File: src/rtl/a51_pkg.sv
// Shared constants for the A5/1 keystream core: register geometry, taps, clock bits, FSM states.
package a51_pkg;

    localparam int R1_LEN = 19;
    localparam int R2_LEN = 22;
    localparam int R3_LEN = 23;

    // Tap positions as bit masks; feedback is the XOR of the masked bits.
    localparam logic [31:0] R1_TAPS = (32'd1 << 13) | (32'd1 << 16) | (32'd1 << 17) | (32'd1 << 18);
    localparam logic [31:0] R2_TAPS = (32'd1 << 20) | (32'd1 << 21);
    localparam logic [31:0] R3_TAPS = (32'd1 << 7) | (32'd1 << 20) | (32'd1 << 21) | (32'd1 << 22);

    localparam int R1_CLK = 8;
    localparam int R2_CLK = 10;
    localparam int R3_CLK = 10;

    typedef enum logic [2:0] {
        IDLE,
        LOAD_KEY,
        LOAD_FRAME,
        MIX,
        GEN,
        DONE
    } a51_state_e;

    function automatic int max_int(input int a, input int b);
        return (a > b) ? a : b;
    endfunction

endpackage

File: src/rtl/a51_lfsr.sv
// One A5/1 shift register: steps on demand, XORs an injected bit into the feedback.
module a51_lfsr
    import a51_pkg::*;
#(
    parameter int          LEN      = 19,
    parameter logic [31:0] TAP_MASK = R1_TAPS,
    parameter int          CLK_BIT  = 8
) (
    input  logic i_clk,
    input  logic i_rst,
    input  logic i_clr,
    input  logic i_step,
    input  logic i_inj,
    output logic o_clk_bit,
    output logic o_msb,
    output logic o_msb_nxt
);

    localparam logic [LEN-1:0] MASK = TAP_MASK[LEN-1:0];

    logic [LEN-1:0] r_state;
    logic [LEN-1:0] w_state_nxt;
    logic           w_fb;

    assign w_fb        = (^(r_state & MASK)) ^ i_inj;
    assign w_state_nxt = i_step ? {r_state[LEN-2:0], w_fb} : r_state;

    always_ff @(posedge i_clk) begin
        if (i_rst || i_clr) begin
            r_state <= '0;
        end else begin
            r_state <= w_state_nxt;
        end
    end

    assign o_clk_bit = r_state[CLK_BIT];
    assign o_msb     = r_state[LEN-1];
    // Keystream bits are defined on the post-step state, so expose it combinationally.
    assign o_msb_nxt = w_state_nxt[LEN-1];

endmodule

File: src/rtl/a51_keystream_gen.sv
// A5/1 keystream generator: key/frame load, majority-clocked mixing, packed keystream beats.
//   state      | meaning
//   IDLE       | waiting for start
//   LOAD_KEY   | all registers stepped, key bit injected
//   LOAD_FRAME | all registers stepped, frame bit injected
//   MIX        | majority-clocked discard steps
//   GEN        | majority steps packed into beats under valid/ready
//   DONE       | one-cycle done pulse
module a51_keystream_gen
    import a51_pkg::*;
#(
    parameter int KEY_BITS    = 64,
    parameter int FRAME_BITS  = 22,
    parameter int MIX_CYCLES  = 100,
    parameter int STREAM_BITS = 228,
    parameter int OUT_W       = 1
) (
    input  logic                  i_clk,
    input  logic                  i_rst,
    input  logic                  i_start,
    input  logic [KEY_BITS-1:0]   i_key,
    input  logic [FRAME_BITS-1:0] i_frame,
    output logic                  o_busy,
    output logic [OUT_W-1:0]      o_out_data,
    output logic                  o_out_valid,
    input  logic                  i_out_ready,
    output logic                  o_done
);

    localparam int CNT_MAX = max_int(max_int(KEY_BITS, FRAME_BITS), max_int(MIX_CYCLES, STREAM_BITS));
    localparam int CNT_W   = $clog2(CNT_MAX + 1);
    localparam int IDX_W   = (OUT_W > 1) ? $clog2(OUT_W) : 1;
    localparam logic [IDX_W-1:0] IDX_LAST = IDX_W'(OUT_W - 1);

    a51_state_e            r_state;
    logic [CNT_W-1:0]      r_cnt;
    logic [CNT_W-1:0]      r_bits_left;
    logic [KEY_BITS-1:0]   r_key;
    logic [FRAME_BITS-1:0] r_frame;
    logic [OUT_W-1:0]      r_acc;
    logic [OUT_W-1:0]      r_out_data;
    logic [IDX_W-1:0]      r_idx;
    logic                  r_out_valid;
    logic                  r_busy;
    logic                  r_done;

    logic w_clr, w_adv, w_gen_step, w_load, w_maj_en, w_inj, w_maj, w_bit;
    logic w_c1, w_c2, w_c3, w_m1, w_m2, w_m3, w_n1, w_n2, w_n3;
    logic w_step1, w_step2, w_step3;
    logic [OUT_W-1:0] w_acc_nxt;

    assign w_clr      = (r_state == IDLE) && i_start;
    assign w_adv      = !r_out_valid || i_out_ready;
    assign w_gen_step = (r_state == GEN) && w_adv && (r_bits_left != '0);
    assign w_load     = (r_state == LOAD_KEY) || (r_state == LOAD_FRAME);
    assign w_maj_en   = (r_state == MIX) || w_gen_step;
    assign w_inj      = (r_state == LOAD_KEY) ? r_key[0] :
                        (r_state == LOAD_FRAME) ? r_frame[0] : 1'b0;

    assign w_maj   = (w_c1 & w_c2) | (w_c1 & w_c3) | (w_c2 & w_c3);
    assign w_step1 = w_load || (w_maj_en && (w_c1 == w_maj));
    assign w_step2 = w_load || (w_maj_en && (w_c2 == w_maj));
    assign w_step3 = w_load || (w_maj_en && (w_c3 == w_maj));
    assign w_bit   = w_n1 ^ w_n2 ^ w_n3;

    a51_lfsr #(.LEN(R1_LEN), .TAP_MASK(R1_TAPS), .CLK_BIT(R1_CLK)) u_r1 (
        .i_clk(i_clk), .i_rst(i_rst), .i_clr(w_clr), .i_step(w_step1), .i_inj(w_inj),
        .o_clk_bit(w_c1), .o_msb(w_m1), .o_msb_nxt(w_n1)
    );
    a51_lfsr #(.LEN(R2_LEN), .TAP_MASK(R2_TAPS), .CLK_BIT(R2_CLK)) u_r2 (
        .i_clk(i_clk), .i_rst(i_rst), .i_clr(w_clr), .i_step(w_step2), .i_inj(w_inj),
        .o_clk_bit(w_c2), .o_msb(w_m2), .o_msb_nxt(w_n2)
    );
    a51_lfsr #(.LEN(R3_LEN), .TAP_MASK(R3_TAPS), .CLK_BIT(R3_CLK)) u_r3 (
        .i_clk(i_clk), .i_rst(i_rst), .i_clr(w_clr), .i_step(w_step3), .i_inj(w_inj),
        .o_clk_bit(w_c3), .o_msb(w_m3), .o_msb_nxt(w_n3)
    );

    // Current MSBs are not needed here; the output bit uses the post-step values.
    logic w_unused;
    assign w_unused = w_m1 ^ w_m2 ^ w_m3;

    always_comb begin
        w_acc_nxt = r_acc;
        for (int i = 0; i < OUT_W; i++) begin
            if (r_idx == IDX_W'(i)) w_acc_nxt[i] = w_bit;
        end
    end

    always_ff @(posedge i_clk) begin
        if (i_rst) begin
            r_state     <= IDLE;
            r_cnt       <= '0;
            r_bits_left <= '0;
            r_key       <= '0;
            r_frame     <= '0;
            r_acc       <= '0;
            r_out_data  <= '0;
            r_idx       <= '0;
            r_out_valid <= 1'b0;
            r_busy      <= 1'b0;
            r_done      <= 1'b0;
        end else begin
            case (r_state)
                IDLE: begin
                    if (i_start) begin
                        r_state <= LOAD_KEY;
                        r_key   <= i_key;
                        r_frame <= i_frame;
                        r_cnt   <= CNT_W'(KEY_BITS - 1);
                        r_busy  <= 1'b1;
                        r_acc   <= '0;
                        r_idx   <= '0;
                    end
                end
                LOAD_KEY: begin
                    r_key <= r_key >> 1;
                    if (r_cnt == '0) begin
                        r_state <= LOAD_FRAME;
                        r_cnt   <= CNT_W'(FRAME_BITS - 1);
                    end else begin
                        r_cnt <= r_cnt - CNT_W'(1);
                    end
                end
                LOAD_FRAME: begin
                    r_frame <= r_frame >> 1;
                    if (r_cnt == '0) begin
                        r_state <= MIX;
                        r_cnt   <= CNT_W'(MIX_CYCLES - 1);
                    end else begin
                        r_cnt <= r_cnt - CNT_W'(1);
                    end
                end
                MIX: begin
                    if (r_cnt == '0) begin
                        r_state     <= GEN;
                        r_bits_left <= CNT_W'(STREAM_BITS);
                    end else begin
                        r_cnt <= r_cnt - CNT_W'(1);
                    end
                end
                GEN: begin
                    if (w_gen_step) begin
                        r_bits_left <= r_bits_left - CNT_W'(1);
                        if (r_idx == IDX_LAST) begin
                            r_out_data  <= w_acc_nxt;
                            r_out_valid <= 1'b1;
                            r_acc       <= '0;
                            r_idx       <= '0;
                        end else begin
                            r_acc       <= w_acc_nxt;
                            r_idx       <= r_idx + IDX_W'(1);
                            r_out_valid <= 1'b0;
                        end
                    end else if (w_adv && r_out_valid) begin
                        // Final beat handed off; nothing left to generate.
                        r_out_valid <= 1'b0;
                        r_state     <= DONE;
                        r_done      <= 1'b1;
                        r_busy      <= 1'b0;
                    end
                end
                DONE: begin
                    r_done  <= 1'b0;
                    r_state <= IDLE;
                end
                default: r_state <= IDLE;
            endcase
        end
    end

    assign o_busy      = r_busy;
    assign o_out_data  = r_out_data;
    assign o_out_valid = r_out_valid;
    assign o_done      = r_done;

endmodule

File: config.mk
export PLATFORM = sky130hd
export DESIGN_NAME = a51_keystream_gen
export DESIGN_NICKNAME = d
export VERILOG_FILES = /design/src/rtl/a51_pkg.sv /design/src/rtl/a51_lfsr.sv /design/src/rtl/a51_keystream_gen.sv
export SDC_FILE = /design/constraint.sdc
export NUM_CORES = 1
export LEC_CHECK = 0
export ABC_AREA = 0
export BUFFER_PORTS_ARGS = -buffer_cell sky130_fd_sc_hd__buf_2
export CAP_MARGIN = 40
export CORE_MARGIN = 2
export CORE_UTILIZATION = 40
export CTS_CLUSTER_DIAMETER = 80
export DETAILED_ROUTE_END_ITERATION = 10
export SLEW_MARGIN = 15
export SYNTH_ARGS = -nofsm -noshare
export SYNTH_HDL_FRONTEND = slang
export SYNTH_SLANG_ARGS = --single-unit
File: constraint.sdc
create_clock -name i_clk -period 3.3 [get_ports i_clk]
set_input_delay 0.33 -clock i_clk [delete_from_list [all_inputs] [get_ports i_clk]]
set_output_delay 0.33 -clock i_clk [all_outputs]
set_load 0.1 [all_outputs]
==> key figures, run 1 <==
Finish
  • Layout cell share with drive strength beyond 1: 0.167
  • Register Area: between 3000 and 4000 um2
  • Nets: about 970
  • Antenna cell count: 0
  • Fin area: approximately 8300 um2
  • Post-Layout Cell Count: around 1100
  • Multi-input logic area: 3260 um2
  • Layout area overhead: 18.9%
  • Most frequent cells in the layout: nor2_1 (173), dfxtp_1 (173), buf_2 (92)
  • Fillers: roughly 1700

Place
  • Port Buffer Count: 93
  • Post-DP Area: between 7000 and 8000 um2
  • DP HPWL: 9.59 mm
  • GPL Wtd Cong: about 0.8
  • Cell count after placement: ~1100

Clock network
  • Worst skew pair latency: about 420 ps
  • CTS tree: done
  • Maximum clock path buffer count: 2
  • Post-cts sizing count: 0
  • Post-CTS Setup Bufs: 0
  • Htree depth: 4
  • Worst-path clk slew: roughly 60 ps
  • Cts bufs inserted: 17
  • Clock sinks: ~170
  • Root buffer cell: clkbuf_16
  • Hold_buf cts: 0

Setup path
  • Largest stage delay on the critical path: between 600 and 700 ps
  • CP Buf/Inv Count: 2
  • CP Launch Type: flip-flop
  • CP Cell Sequence: buf_4, or3b_1, a311oi_4, a211oi_4, buf_8, mux2i_1, xnor2_1, xnor2_1, a211oi_1
  • Top cell by count, worst path: xnor2_1
  • Crit-path slowest cell: a211oi_4
  • CP Max Fanout: 11
  • Worst endpoint data arrival time: around 3000 ps
  • Critical Path RT: between 3000 and 4000 ps
  • Crit. End Element: flip-flop
  • Kind of critical path: flip-flop to flip-flop
  • Delay-heaviest family, CP: compound AO/OA/AOI/OAI gates

STA
  • Setup TNS: 0 ps
  • Hold Vio Cnt, Final: 0
  • Clk_skew: approximately 8.6 ps
  • Final Max Slew Viols: 0
  • Slew margin rel.: 0.539
  • RSZ-0062 raised after global routing: no
  • Period utilization: 0.806
  • Post-route minimum period: 2660 ps
  • Fmax achieved: between 300 and 400 MHz
  • Final setup vio count: 0
  • Worst-Margin Slew: ~690 ps

Logic synthesis
  • FFs w/ async S/R, synth: 0
  • Syn. warnings: 0
  • Post-synthesis average cell area: approximately 8.7 um2
  • Top FF cell, synth: dfxtp_1
  • Main area contributors after synthesis: dfxtp_1 (50%), nor2_1 (9.3%), mux2i_1 (9.0%)
  • Yosys top cell area share: 0.497
  • Synth Instances: ~800
  • Unique cell type count in the Yosys netlist: 38
  • Register area share after synthesis: 0.497
  • Post-synth EDFFs: 0
  • Post-synthesis register bit count: around 170
  • Syn nets: 900
  • Top cell type by total area after synthesis: dfxtp_1
  • Post-Syn Area: between 6000 and 7000 um2

Die
  • Die W: about 140 um
  • IO Count: 94
  • Die Area: 18500 um2
  • Initial Util: 0.406
  • Num rows: between 40 and 50
  • Placeable Area: about 17000 um2
  • Die H: approximately 140 um

Pwr
  • PwrDens: between 900 and 1000 nW/um2
  • Design Power: roughly 8000 uW
  • Clock share of power: 0.267
  • Switching power share of the total: 0.359
  • Sequential Power Share: 0.358
  • Peak VDD IR: between 0.0004 and 0.0005 V
  • Static leakage: 0.00348 uW
  • Net switching power: 2890 uW
  • Int Pwr: 5180 uW
  • Comb pwr share: 0.375

Drt
  • ANT nets after route: 0
  • Initial DRC count: roughly 330
  • DR vias: approximately 5700
  • Drt first pass iters: 4
  • Detailed Route WL: 15.3 mm
  • Drc violations: 0
  • Average wire per standard cell: about 14 um
  • Avg Vias per Cell: roughly 5.2

GRT
  • Initial antenna violation count: 0
  • Total global-route track usage: 0.169
  • Number of global-route vias before repair: 5296
  • Largest net degree at the start of global routing: between 60 and 70
  • First-pass GRT wire length: ~25 mm
  • GR Overflow Total: 0

Min path
  • Hold Path Class: input pin to flip-flop

Outcome
  • Status: finished clean

Job
  • Max-cap violations: 0
sequential cells by signal, summed over array words and instances, names as in the netlist:
name and flops:
o_busy 1, o_done 1, o_out_data 1, o_out_valid 1, r_bits_left 8, r_cnt 8, r_frame 22, r_key 64
r_state 3, u_r1.r_state 19, u_r2.r_state 22, u_r3.r_state 23
routing by layer:
layer | vias to the layer above | global-route usage | wire length [um] | share of wire
li1 | 2971 | - | - | -
met1 | 2645 | 0.232 | 7840 | 0.51
met2 | 89 | 0.257 | 6640 | 0.43
met3 | 16 | 0.0418 | 606 | 0.040
met4 | 0 | 0.0613 | 205 | 0.013
met5 | - | 0 | 0 | 0
path summary, 6_finish.rpt:
| path | startpoint | endpoint | slack [ps] | cells past startpoint |
|---|---|---|---|---|
| worst max-delay path | r_state[0] | o_out_data | 640 | 9 |
| worst min-delay path | i_key[63] | r_key[63] | 170 | 3 |
| worst max register to register | r_state[0] | o_out_data | 640 | 9 |
| worst min register to register | r_key[63] | r_key[63] | 470 | 2 |
worst reg2reg max path: cells and delay by family, from the launching register on:
kind / cells / cell delay, ps
buf+inv: 2 / 450
simple gates: 1 / 240
flops: 1 / 450
mux: 1 / 270
compound gates: 3 / 930
xor+xnor: 2 / 240
kinds of logic after synthesis:
group                    synth area share
AO/OA/AOI/OAI                       0.136
XOR/XNOR                           0.0239
adder cells (fa/ha/maj)           0.00718
buffers and inverters              0.0393
flip-flops                          0.497
multiplexers                       0.0904
AND/OR/NAND/NOR                     0.206
cells in the mapped netlist, drive strengths merged (2+ instances only):
cell type  number
clkbuf         52
a31oi           3
nand2b          3
a211oi          5
o22ai          63
a21o            2
or3b            2
nand3           8
o21bai          2
mux2i          63
a311oi         23
dfxtp         173
nor3b           2
or3             2
nand2          55
ha              4
a21oi          31
nor2b           5
nor2          173
nor3           80
a22oi           2
buf            10
xnor2          13
o21ai           6
inv             9
nor4            3
xor2            6
metrics by stage:
stage / setup WS, ps / utilization / hold slack [ps]
2_1_floorplan: 611 / - / 448
3_3_place_gp: 439 / 0.444 / 457
3_5_place_dp: 627 / 0.446 / 466
4_1_cts: 590 / 0.483 / 148
5_1_grt: 308 / 0.483 / 150
6_report: 639 / 0.483 / 172
cell type report:
class,count,area share
clock buffers,20,0.0539
clock inverters,10,0.0226
inverters,9,0.00407
multi-input cells,562,0.394
flip-flops and latches,173,0.418
well taps,225,0.0340
repair buffers,111,0.0741
power groups by stage:
stage	clock (uW)	sequential [uW]	combinational, uW
after detailed placement	0	2930	3010
after floorplan	0	2890	2380
after global placement	0	2930	2950
final	2150	2890	3020
after global routing	2300	2960	3350
after CTS	2210	2890	3030
No activity file was read; power rests on OpenSTA's default activity.
==> run 2: changes to the inputs <==
==> constraint.sdc (replaced) <==
create_clock -name i_clk -period 2.6 [get_ports i_clk]
set_input_delay 0.26 -clock i_clk [delete_from_list [all_inputs] [get_ports i_clk]]
set_output_delay 0.26 -clock i_clk [all_outputs]
set_load 0.1 [all_outputs]
==> run 2 against run 1 <==
Against the previous run:
- final area up 0.65%
- clock power rose by 21%
- first-iteration DRC count grew 3.3%
- critical path depth shrank 2
- critical path type unchanged
==> key figures, run 2 (synthesis gave the netlist of run 1 again) <==
Job
  • Max-cap violations: 0

Clock network
  • CTS tree: done
  • Worst skew pair latency: 420 ps
  • Cts bufs inserted: 17
  • Post-cts sizing count: 0
  • Clock sinks: 173
  • Post-CTS Setup Bufs: 0
  • Htree depth: 4
  • Hold_buf cts: 0
  • Worst-path clk slew: about 60 ps
  • Root buffer cell: clkbuf_16
  • Maximum clock path buffer count: 2

Min path
  • Hold Path Class: input pin to flip-flop

Pwr
  • Clock share of power: 0.256
  • Sequential Power Share: 0.361
  • Net switching power: roughly 3700 uW
  • Peak VDD IR: 0.000651 V
  • Comb pwr share: 0.383
  • PwrDens: approximately 1200 nW/um2
  • Switching power share of the total: 0.366
  • Int Pwr: ~6400 uW
  • Static leakage: ~0.0035 uW

STA
  • Setup TNS: 0 ps
  • RSZ-0062 raised after global routing: no
  • Slew margin rel.: 0.504
  • Period utilization: 0.900
  • Worst-Margin Slew: roughly 740 ps
  • Final setup vio count: 0
  • Final Max Slew Viols: 0
  • Post-route minimum period: between 2000 and 2500 ps
  • Hold Vio Cnt, Final: 0
  • Fmax achieved: between 400 and 500 MHz
  • Clk_skew: 5.97 ps
  • Worst hold slack: roughly 70 ps

GRT
  • Number of global-route vias before repair: between 5000 and 6000
  • First-pass GRT wire length: between 20 and 30 mm
  • Total global-route track usage: 0.172
  • Largest net degree at the start of global routing: 84
  • Initial antenna violation count: 2
  • GR Overflow Total: 0

Finish
  • Most common cell after layout, fill and taps aside: nor2_1
  • Nets: between 900 and 1000
  • Top reg by flops: r_key
  • Fin area: roughly 8300 um2
  • Top flop regs: r_key (64), u_r3.r_state (23)
  • Most frequent cells in the layout: nor2_1 (173), dfxtp_1 (172), buf_2 (93)
  • Register Area: 3460 um2
  • Layout cell share with drive strength beyond 1: 0.177
  • Layout area overhead: 19.7%
  • Fillers: 1702
  • Core Util, Final: 0.486
  • Multi-input logic area: 3260 um2
  • Post-Layout Cell Count: 1118
  • Number of flip-flops under the largest register name: 64

Place
  • DP HPWL: around 9.8 mm
  • Port Buffer Count: a little over 90
  • GPL Wtd Cong: around 0.76
  • Post-DP Area: around 7700 um2
  • Cell count after placement: between 1000 and 1500

Setup path
  • Critical Path RT: just under 3000 ps
  • Largest stage delay on the critical path: between 600 and 700 ps
  • Kind of critical path: flip-flop to flip-flop
  • Delay-heaviest family, CP: compound AO/OA/AOI/OAI gates
  • Worst endpoint data arrival time: 2680 ps
  • CP Max Fanout: 12
  • CP Cell Sequence: nor4_4, a311o_1, o21ai_1, a21oi_2, mux2i_1, xnor2_1, a211oi_1
  • CP Buf/Inv Count: 0
  • CP Launch Type: flip-flop
  • Crit-path slowest cell: a21oi_2
  • Crit. End Element: flip-flop

Drt
  • Avg Vias per Cell: between 5 and 6
  • Average wire per standard cell: between 10 and 15 um
  • Detailed Route WL: 15.3 mm
  • Drc violations: 0
  • Drt first pass iters: 4
  • Initial DRC count: 340
  • ANT nets after route: 0
  • DR vias: 5723

Die
  • IO Count: 94
  • Die Area: around 19000 um2
  • Placeable Area: 17200 um2
  • Initial Util: 0.406
  • Die W: around 140 um
  • Die H: 136 um
  • Num rows: 48

Outcome
  • Status: finished clean
-- run 2: power by group through the flow --
stage	Clock, uW	Sequential [uW]	Combinational [uW]
global placement	0	3710	3870
CTS	2660	3670	3910
detailed placement	0	3710	3890
finish	2600	3670	3880
floorplan	0	3670	3010
global route	2780	3750	4330
-- run 2: metrics by stage --
stage	total power [uW]	worst slack, ps
2_1_floorplan	6690	241
3_3_place_gp	7570	280
3_5_place_dp	7600	245
4_1_cts	10200	233
5_1_grt	10900	34.5
6_report	10100	261
-- run 2: worst reg2reg max path: stages, from the launching register on --
cell and delay, ps:
dfxtp_1 370, nor4_4 310, a311o_1 220, o21ai_1 90, a21oi_2 610, mux2i_1 340, xnor2_1 100, a211oi_1 220
-- run 2: path summary, 6_finish.rpt --
path                            slack (ps)         end           start  cells after the start
worst max register to register         260  o_out_data  r_bits_left[2]                      7
worst min-delay path                    70   r_key[63]       i_key[63]                      3
worst max-delay path                   260  o_out_data  r_bits_left[2]                      7
worst min register to register         480   r_key[62]       r_key[62]                      2
-- run 2: per-layer routing --
layer,global-route usage,vias to the layer above,wire (um)
met1,0.237,2623,7570
met3,0.0455,24,629
met5,0,-,13
li1,-,2969,-
met2,0.260,105,6810
met4,0.0625,2,284
-- run 2: area by class of cell --
cell class / instances / share of cell area
inverters: 9 / 0.00405
well taps: 225 / 0.0337
diodes: 1 / 0.000300
clock buffers: 21 / 0.0576
repair buffers: 116 / 0.0825
flip-flops and latches: 173 / 0.415
clock inverters: 11 / 0.0156
multi-input cells: 562 / 0.391
==> run 3: changes to the inputs <==
--- a/config.mk
+++ b/config.mk
@@ -5,7 +5,7 @@
 export SDC_FILE = /design/constraint.sdc
 export NUM_CORES = 1
 export LEC_CHECK = 0
-export ABC_AREA = 0
+export ABC_AREA = 1
 export BUFFER_PORTS_ARGS = -buffer_cell sky130_fd_sc_hd__buf_2
 export CAP_MARGIN = 40
 export CORE_MARGIN = 2
==> run 3 against run 2 <==
Against the previous run:
- critical path depth is 7 higher
- hold slack better by 21 ps
- sequential share of layout area is 0.22 points lower
- wire length is 1.6% higher
- fmax is 15% higher
- flip-flop and latch count stayed put
- synthesized cell count is 12% higher
- sequential power is 20% higher
- die area is 2.4% higher
- critical endpoint unchanged
- largest cell class unchanged
==> key figures, run 3 <==
Clock network
  • CTS tree: done
  • Root buffer cell: clkbuf_16
  • Post-cts sizing count: 0
  • Post-CTS Setup Bufs: 0
  • Maximum clock path buffer count: 2
  • Clock sinks: roughly 170
  • Worst skew pair latency: between 400 and 500 ps
  • Worst-path clk slew: 60 ps
  • Hold_buf cts: 0
  • Htree depth: 4
  • Cts bufs inserted: 17

Logic synthesis
  • Syn. warnings: 0
  • Register area share after synthesis: 0.485
  • Post-synthesis register bit count: 173
  • FFs w/ async S/R, synth: 0
  • Main area contributors after synthesis: dfxtp_1 (48%), o221ai_1 (7.6%), a21oi_1 (6.7%)
  • Post-synth EDFFs: 0
  • Syn nets: ~1000
  • Commonest cells in the netlist: dfxtp_1 (173), nor2_1 (122), inv_1 (103)
  • Synth Instances: around 900
  • Top cell type by total area after synthesis: dfxtp_1
  • Yosys top cell area share: 0.485
  • Most frequent cell after synthesis: dfxtp_1
  • Unique cell type count in the Yosys netlist: 37
  • Top FF cell, synth: dfxtp_1
  • Post-Syn Area: approximately 7000 um2
  • Post-synthesis average cell area: just under 8 um2

Job
  • Max-cap violations: 0

Die
  • Die H: about 140 um
  • Placeable Area: between 15000 and 20000 um2
  • Num rows: 48
  • Initial Util: 0.411
  • Die Area: 18900 um2
  • Die W: approximately 140 um
  • IO Count: 94

Pwr
  • Switching power share of the total: 0.392
  • Sequential Power Share: 0.392
  • Net switching power: between 4000 and 5000 uW
  • PwrDens: roughly 1300 nW/um2
  • Clock share of power: 0.231
  • Static leakage: ~0.0035 uW
  • Int Pwr: 6840 uW
  • Comb pwr share: 0.377
  • Peak VDD IR: 0.000617 V

Setup path
  • Worst setup startpoint: r_state[1]
  • Crit-path slowest cell: dfxtp_1
  • Worst endpoint data arrival time: about 2400 ps
  • CP Cell Sequence: nor2_2, nand2_2, nor2_2, nand2_2, nand2_2, nand2_2, nand2_2, nand2_1, nand2_1, nand2_1, nand3_1, nand3_1, nand2_1, inv_1
  • Kind of critical path: flip-flop to flip-flop
  • Largest stage delay on the critical path: between 400 and 500 ps
  • CP Buf/Inv Count: 1
  • CP Launch Type: flip-flop
  • Top cell by count, worst path: nand2_2
  • Delay-heaviest family, CP: simple AND/OR/NAND/NOR gates
  • Critical Path RT: ~3000 ps
  • Crit. End Element: flip-flop
  • CP Max Fanout: 21
  • Reg2reg start: r_state[1]

STA
  • Period utilization: 0.783
  • Worst-Margin Slew: approximately 700 ps
  • Setup TNS: 0 ps
  • Slew margin rel.: 0.535
  • Fmax achieved: around 500 MHz
  • Hold Vio Cnt, Final: 0
  • Final setup vio count: 0
  • Final Max Slew Viols: 0
  • Clk_skew: slightly below 6 ps
  • RSZ-0062 raised after global routing: no
  • Post-route minimum period: 2040 ps

Place
  • Port Buffer Count: 93
  • GPL Wtd Cong: 0.783
  • DP HPWL: around 10 mm

Finish
  • Most common cell after layout, fill and taps aside: dfxtp_1
  • Core Util, Final: 0.483
  • Fillers: around 1700
  • Top flop regs: r_key (64), u_r3.r_state (23)
  • Layout area overhead: 17.4%
  • Top reg by flops: r_key
  • Number of flip-flops under the largest register name: 64
  • Multi-input logic area: 3030 um2
  • Layout cell share with drive strength beyond 1: 0.166
  • Antenna cell count: 0
  • Register Area: around 3500 um2
  • Most frequent cells in the layout: dfxtp_1 (173), nor2_1 (121), inv_1 (102)
  • Nets: about 1100

Drt
  • Drt first pass iters: 6
  • Initial DRC count: around 370
  • Average wire per standard cell: roughly 13 um
  • Detailed Route WL: roughly 16 mm
  • DR vias: 6051
  • ANT nets after route: 0
  • Avg Vias per Cell: 5.00
  • Drc violations: 0

Min path
  • Hold Crit Start: i_frame[21]
  • Hold Path Class: input pin to flip-flop

GRT
  • Total global-route track usage: 0.168
  • Largest net degree at the start of global routing: between 60 and 70
  • First-pass GRT wire length: about 26 mm
  • Number of global-route vias before repair: ~5500
  • GR Overflow Total: 0
  • Initial antenna violation count: 0

Outcome
  • Status: finished clean
run 3: cell types whose count changed after synthesis, moves of 17 or more:
cell      previous run  this run
a21oi_1             31        95
a311oi_1            22         0
a31oi_1              3        25
clkbuf_1            52        35
inv_1                9       103
mux2i_1             63         0
nand2_1             55        91
nand3_1              8        28
nor2_1             173       122
nor3_1              80         6
o21ai_0              5        79
o221ai_1             0        62
o22ai_1             63         0
run 3: through the flow:
stage | total power, uW | hold slack, ps | instance area, um2 | cells | setup WS, ps
2_1_floorplan | 7830 | 409 | 7140 | 903 | 460
3_3_place_gp | 8710 | 433 | 7780 | 1179 | 638
3_5_place_dp | 8720 | 436 | 7780 | 1179 | 583
4_1_cts | 11400 | 77.0 | 8390 | 1210 | 560
5_1_grt | 12200 | 102 | 8390 | 1210 | 338
6_report | 11200 | 90.6 | 8390 | 1210 | 564
run 3: layout make-up:
class,instances,share of cell area
Clock buffer,21,0.0561
Tap cell,225,0.0336
Timing Repair Buffer,107,0.0710
Multi-Input combinational cell,565,0.361
Clock inverter,10,0.0164
Sequential cell,173,0.413
Inverter,109,0.0491
run 3: cell families (layout without fill, tap and decap cells):
family,count (synthesis),after routing,share of synthesized area
AOI/OAI and AO/OA,272,272,0.231
xor gates and xnor gates,20,20,0.0245
adders and majority gates,4,4,0.00701
buffers and inverters,165,247,0.0930
DFF,173,173,0.485
and+or+nand+nor,269,269,0.160
run 3: routing by layer:
metal | vias to the layer above | GRT usage | wire, um
li1 | 3189 | - | -
met1 | 2745 | 0.228 | 7660
met2 | 104 | 0.258 | 7160
met3 | 13 | 0.0368 | 546
met4 | 0 | 0.0659 | 191
met5 | - | 0 | 0
run 3: tightest hold or removal path: cells and delay by family:
kind	cells	cell delay (ps)
AOI/OAI and AO/OA	1	50
and+or+nand+nor	1	50
buffers and inverters	1	100
run 3: final timing paths:
check,cells after the start,endpoint,slack [ps]
setup / recovery,14,o_out_data,560
hold / removal,3,r_frame[21],90
setup reg to reg,14,o_out_data,560
hold reg to reg,2,r_key[23],440
run 3: power by group through the flow:
| stage | clock, uW | combinational [uW] | sequential, uW |
|---|---|---|---|
| 6_report | 2600 | 4240 | 4410 |
| 5_1_grt | 2780 | 4870 | 4550 |
| 4_1_cts | 2670 | 4300 | 4400 |
| 3_5_place_dp | 0 | 4280 | 4450 |
| 3_3_place_gp | 0 | 4270 | 4440 |
| 2_1_floorplan | 0 | 3390 | 4440 |
